$ cat src/rtl/store_buffer.sv
// Posted-write buffer between the MEM stage and the single-port data memory.
// Loads own the memory port and forward from buffered stores; stores drain in FIFO order when the port is free.
module store_buffer #(
    parameter int SIZE       = 32,
    parameter int DEPTH      = 4,
    parameter int STARVE_MAX = 8
) (
    input  logic            CLK,
    input  logic            RST,
    input  logic            st_valid,
    input  logic [SIZE-1:0] st_addr,
    input  logic [SIZE-1:0] st_data,
    output logic            st_ready,
    input  logic            ld_valid,
    input  logic [SIZE-1:0] ld_addr,
    output logic [SIZE-1:0] ld_data,
    output logic            ld_hit,
    output logic            ld_stall,
    output logic            mem_we,
    output logic [SIZE-1:0] mem_a,
    output logic [SIZE-1:0] mem_wd,
    input  logic [SIZE-1:0] mem_rd,
    output logic            sb_empty
);

    localparam int PW = (DEPTH > 1) ? $clog2(DEPTH) : 1;
    localparam int CW = $clog2(DEPTH + 1);
    localparam int SW = $clog2(STARVE_MAX + 1);

    typedef enum logic [1:0] {
        ARB_IDLE  = 2'd0,
        ARB_LOAD  = 2'd1,
        ARB_DRAIN = 2'd2,
        ARB_FORCE = 2'd3
    } arb_e;

    arb_e            arb;
    logic [SIZE-1:0] addr_q [DEPTH];
    logic [SIZE-1:0] data_q [DEPTH];
    logic [PW-1:0]   head_q, head_d, tail_q, tail_d, idx;
    logic [CW-1:0]   count_q, count_d;
    logic [SW-1:0]   starve_q, starve_d;
    logic            enq, pop, fwd_hit;
    logic [SIZE-1:0] fwd_data;

    // Store handshake: a store transfers on a cycle where st_valid && st_ready;
    // st_ready comes from registered count only, so a full buffer never accepts even while draining.
    always_comb begin
        arb = ARB_IDLE;
        if (count_q != '0 && starve_q == SW'(STARVE_MAX)) begin
            arb = ARB_FORCE;
        end else if (ld_valid) begin
            arb = ARB_LOAD;
        end else if (count_q != '0) begin
            arb = ARB_DRAIN;
        end
    end

    always_comb begin
        st_ready = (count_q < CW'(DEPTH));
        sb_empty = (count_q == '0);
        enq      = st_valid && st_ready;
        pop      = (arb == ARB_FORCE) || (arb == ARB_DRAIN);
        // Gate the write during reset so pending stores are discarded rather than committed.
        mem_we   = pop && !RST;
        mem_a    = '0;
        mem_wd   = '0;
        ld_stall = 1'b0;
        case (arb)
            ARB_FORCE: begin
                mem_a    = addr_q[head_q];
                mem_wd   = data_q[head_q];
                ld_stall = ld_valid;
            end
            ARB_LOAD:  mem_a = ld_addr;
            ARB_DRAIN: begin
                mem_a  = addr_q[head_q];
                mem_wd = data_q[head_q];
            end
            default: ;
        endcase
    end

    // Walk oldest to youngest so the last match found is the youngest one.
    always_comb begin
        fwd_hit  = 1'b0;
        fwd_data = '0;
        idx      = head_q;
        for (int i = 0; i < DEPTH; i++) begin
            idx = head_q + PW'(i);
            if (CW'(i) < count_q && addr_q[idx] == ld_addr) begin
                fwd_hit  = 1'b1;
                fwd_data = data_q[idx];
            end
        end
        ld_hit  = ld_valid && !ld_stall && fwd_hit;
        ld_data = fwd_hit ? fwd_data : mem_rd;
    end

    always_comb begin
        head_d  = pop ? head_q + PW'(1) : head_q;
        tail_d  = enq ? tail_q + PW'(1) : tail_q;
        count_d = count_q;
        case ({enq, pop})
            2'b10:   count_d = count_q + CW'(1);
            2'b01:   count_d = count_q - CW'(1);
            default: count_d = count_q;
        endcase
        starve_d = starve_q;
        if (pop || count_q == '0) begin
            starve_d = '0;
        end else if (arb == ARB_LOAD && starve_q < SW'(STARVE_MAX)) begin
            starve_d = starve_q + SW'(1);
        end
    end

    always_ff @(posedge CLK) begin
        if (RST) begin
            head_q   <= '0;
            tail_q   <= '0;
            count_q  <= '0;
            starve_q <= '0;
        end else begin
            head_q   <= head_d;
            tail_q   <= tail_d;
            count_q  <= count_d;
            starve_q <= starve_d;
        end
    end

    always_ff @(posedge CLK) begin
        if (enq) begin
            addr_q[tail_q] <= st_addr;
            data_q[tail_q] <= st_data;
        end
    end

endmodule

$ cat config.mk
export PLATFORM = sky130hd
export DESIGN_NAME = store_buffer
export DESIGN_NICKNAME = d
export VERILOG_FILES = /design/src/rtl/store_buffer.sv
export SDC_FILE = /design/constraint.sdc
export NUM_CORES = 1
export LEC_CHECK = 0
export BUFFER_PORTS_ARGS = -buffer_cell sky130_fd_sc_hd__buf_2
export CORE_UTILIZATION = 55
export CTS_CLUSTER_SIZE = 10
export DETAILED_ROUTE_END_ITERATION = 12
export PLACE_DENSITY = 0.74
export SETUP_SLACK_MARGIN = 0.1
export SKIP_CTS_REPAIR_TIMING = 1
export SYNTH_ARGS = -nofsm -noshare
export SYNTH_HDL_FRONTEND = slang
export SYNTH_SLANG_ARGS = --single-unit
$ cat constraint.sdc
create_clock -name CLK -period 4.6 [get_ports CLK]
set_clock_uncertainty 0.05 [all_clocks]
set_input_delay 0.46 -clock CLK [delete_from_list [all_inputs] [get_ports CLK]]
set_output_delay 0.46 -clock CLK [all_outputs]
set_load 0.01 [all_outputs]
* Word-level counts from Yosys, hierarchy flattened
Memories as Yosys holds them, arrays and structs flattened. A register that Yosys moved wholly into a read port is not among the register bits.
Index checks and enable logic that the tools add are counted.
** Operators by class
- Add/subtract/negate cells :: 7
- Magnitude comparators :: 6
- Equal/unequal tests :: 10
- Muxes and demuxes :: 22
- Reductions and logical operators :: 19
** Operator list (number)
- 2-to-1 mux 32 bit :: 6
- equality test 32 bit :: 4
- case mux 32 bit (2 select lines) :: 1
- 2-to-1 mux 2 bit :: 7
- logical AND 1 bit :: 10
- 2-to-1 mux 1 bit :: 7
- equality test 2 bit (second input constant) :: 3
- less-than comparator 1 x 3 -> 1 bit (first input constant) :: 2
- less-than comparator 2 x 3 -> 1 bit (first input constant) :: 2
- case mux 3 bit (2 select lines) :: 1
- adder 2 x 1 -> 2 bit (second input constant) :: 2
- adder 2 bit (second input constant) :: 2
- adder 4 x 1 -> 4 bit (second input constant) :: 1
- equality test 2 x 1 -> 1 bit (second input constant) :: 2
- equality test 4 bit (second input constant) :: 1
- less-than comparator 4 bit (second input constant) :: 1
- OR reduction 2 bit :: 2
- adder 3 x 1 -> 3 bit (second input constant) :: 1
- zero test 3 bit :: 1
- less-than comparator 3 bit (second input constant) :: 1
- nonzero test 3 bit :: 1
- subtractor 3 x 1 -> 3 bit (second input constant) :: 1
- zero test 1 bit :: 2
- logical OR 1 bit :: 2
- nonzero test 2 bit :: 1
** Word-level totals
- Bits in registers :: 11
- RAM bits :: 256
- Input bits :: 132
- Output and inout port bits :: 101
- Word-level logic and storage cells :: 70
- Memories :: 2
** Memory list
- addr_q :: words 4, width 32, rd ports 4, clocked after memory_dff 1, write ports 1, RTL line 38 : logic [SIZE-1:0] addr_q [DEPTH];
- data_q :: words 4, width 32, rd ports 4, clocked after memory_dff 1, write ports 1, RTL line 39 : logic [SIZE-1:0] data_q [DEPTH];

* Logic depth before layout (Yosys ltp)
- Word-level depth :: 9
- Depth in mapped cells :: 15
- Gate-level depth less buffers :: 11

* Least setup slack after synthesis
No wires, ideal clock.
- Path kind :: reg-to-output
- Start point :: register head_q[1]
- End point :: output ld_data[10]
- Arrival :: 2.630 ns
- Data required time :: 4.090 ns
- Path slack :: 1.460 ns
- Cell stages (with the launch flop) :: 14
- Buffers on the path :: 5
- Path through :: dfxtp_1 -> buf_2 -> buf_2 -> buf_2 -> mux4_2 -> xnor2_1 -> nand2_1 -> a2111oi_0 -> nand4_1 -> buf_2 -> o2111a_2 -> buf_6 -> a21oi_2 -> o21ai_1
** Between the ends
- Cells in the longest elaborated chain, start to end :: 8
- Elaborated cells on any way between the ends :: 18
- Classes of those cells :: add/sub: 3; eq/ne: 3; mux: 7; reduce/logical: 3; memory: 2
** Ends and longest elaborated chain
- from (decl) :: RTL line 40 : logic [PW-1:0] head_q, head_d, tail_q, tail_d, idx;
- from (signal assigned) :: RTL line 119 : head_q <= '0;
- from (signal assigned) :: RTL line 124 : head_q <= head_d;
- adder 2 x 1 -> 2 bit :: RTL line 90 : idx = head_q + PW'(i);
- memory (4 x 32 bit)
- equality test 32 bit :: RTL line 91 : if (CW'(i) < count_q && addr_q[idx] == ld_addr) begin
- logical AND 1 bit :: RTL line 91
- 2-to-1 mux 32 bit / 2-to-1 mux 1 bit (equally long branches) (3 in a row) :: RTL line 91
- 2-to-1 mux 32 bit * :: RTL line 97 : ld_data = fwd_hit ? fwd_data : mem_rd;
- to (decl) :: RTL line 16 : output logic [SIZE-1:0] ld_data,
Every way passes the cells marked *; elsewhere a longest branch is shown, timed or not.

==> qor.csv <==
metric;value;unit
H-tree Lvls;1;
die area;34700;um^2
I/O Buffers;232;
delay of the slowest critical-path stage;530;ps
Starting Density;0.559;
vias in the first global route;13000;
DRC;0;
Core Area;33400;um^2
unrepaired setup endpoints after global routing;true;
metal2 WL;25500;um
Internal Power;6.47;mW
Hold Vio Cnt, Final;0;
first-pass GRT wire length;78000;um
Hold Path Class;primary input to flip-flop;
most area-hungry cell type in the Yosys netlist;edfxtp_1;
Max clock buf depth;3;
switching share of power;0.353;
pre-CTS setup slack;459;ps
post-layout util;0.636;
CP most frequent cell;buf_12;
Reg power frac;0.324;
Logic pwr share;0.458;
Die W;186;um
Worst Max-Slew Pin Slew;1170;ps
final wirelength;52100;um
DR iter-0 viols;1566;
Worst-Skew Late Latency;560;ps
layout cells sized above 1;0.387;
Leak Pwr;7.23;nW
Distinct cells, synth;63;
Layout Area Growth over Synthesis;13.8;%
metal1 wirelength;20000;um
number of fill cells in the layout;2516;
CP top delay family;compound AO/OA/AOI/OAI gates;
worst path cell trace;buf_12, mux2_2, a222oi_1, o21ai_0, nor4_4, nand3_1, nor3b_4, buf_12, a21oi_1, o21ai_1, buf_2;
number of synthesized flops with an enable pin;256;
Worst Path Arrival;3940;ps
most common cell in the netlist;edfxtp_1;
slew margin rel.;0.222;
Psw;3.54;mW
via count;13700;
sequential fraction of the synthesis area;0.425;
number of placed cells counting well taps;1955;
Total GRT Usage;0.291;
Placed Area;20100;um^2
TritonCTS clock tree;yes;
Clock power frac;0.218;
WP buf/inv;3;
final setup violation count;0;
Async SR Flop Fraction;0;
Yosys warning total;0;
initial antenna violation count;5;
drt first pass iters;5;
hpwl dp;34800;um
Antenna Nets Post-Route;0;
synthesized area;18700;um^2
gr ovfl total;0;
Non-Filler Instances;2034;
Worst-path clk slew;60;ps
Peak VDD IR;0.329;mV
WP data required;4090;ps
max_cap viols;0;
Fmax;225;MHz
Multi-input gate area;9870;um^2
Final Cycle Share;0.967;
top cells by area, synth;edfxtp_1, mux4_2, xnor2_1, mux2i_1, o21ai_0;
Startpoint Class;flip-flop;
Worst Slack Setup Final;151;ps
Cell Rows;67;
vias per std cell;6.72;
Min Hold Slack;53.6;ps
GPL Wtd Cong;0.939;
FF+latch count, synth;269;
Mapped Nets;1515;
overall die height;186;um
CP max stage cell;a222oi_1;
Top FF cell, synth;edfxtp_1;
NumNets Final;1711;
CTS Sinks;269;
Root Buffer;clkbuf_16;
Pwr Density;471;nW/um^2
fin crit period;4450;ps
post-synth top area share;0.411;
synth cell count leaders;edfxtp_1, mux4_2, xnor2_1;
I/O Pins;233;
Crit Path Max Fanout;32;
Mapped Cells;1372;
Layout Cell Area excl Fill;21300;um^2
largest net degree at the start of global routing;70;
final slew viol count;0;
uppermost layer routed;met5;
Reg area;7960;um^2
Crit Path Category;flip-flop to output pin;
wire per inst;25.6;um
Inserted Clock Buffers;31;
reg2reg setup slack;1410;ps
run status;completed;
total power;10.0;mW
syn avg cell area;13.6;um^2
Setup crit end kind;output pin;
setup TNS;0;ps
metal3 WL;5000;um
==> power groups by stage <==
stage,clock network (mW),registers [mW],logic [mW]
detailed placement,0,3.36,4.31
floorplan,0,3.14,3.52
CTS,2.20,3.32,4.33
global route,2.29,3.27,4.86
finish,2.18,3.25,4.59
global placement,0,3.34,4.26
==> flip-flops by register name (all words and copies together), names as in the netlist, named ones only <==
signal	flops
head_q	2
tail_q	2
count_q	3
data_q	128
addr_q	128
starve_q	4
==> worst paths after layout <==
check,startpoint,end,depth (start not counted)
hold reg to reg,starve_q[3],starve_q[3],2
setup reg to reg,count_q[0],count_q[2],11
setup / recovery,flip-flop,ld_data[12],11
hold / removal,st_addr[27],addr_q[1][27],1
==> per-layer routing <==
layer / GRT usage / vias up
met3: 0.0474 / 114
met5: 0 / -
met4: 0.0995 / 6
met2: 0.472 / 847
li1: - / 5836
met1: 0.402 / 6862
==> cell usage in the layout (no fill, tap or decap), types with 26 or more instances in the layout <==
cell,count
a21oi_1,65
a21oi_2,29
and3_1,32
buf_2,232
buf_4,53
clkbuf_16,31
edfxtp_1,256
inv_1,48
mux2i_1,61
mux4_2,225
nand2_1,53
nand3_1,26
nor2_1,33
nor2b_1,36
o21ai_0,80
o21ai_1,31
xnor2_1,88
xor2_1,35
==> cell type report <==
cell class,count,area share
Tap cell,448,0.0264
Sequential cell,269,0.375
Clock buffer,46,0.0405
Clock inverter,1,0.000177
Inverter,50,0.00883
Antenna cell,4,0.000471
Timing Repair Buffer,297,0.0846
Multi-Input combinational cell,919,0.464
==> logic make-up after synthesis <==
kind of cell / count (synthesis) / synth area share
muxes: 299 / 0.312
DFF: 269 / 0.425
AOI/OAI and AO/OA: 252 / 0.0826
and+or+nand+nor: 233 / 0.0656
buffers and inverters: 184 / 0.0489
xor gates and xnor gates: 124 / 0.0581
adders and majority gates: 11 / 0.00737
Note: power is estimated with default switching activity, not from simulation.
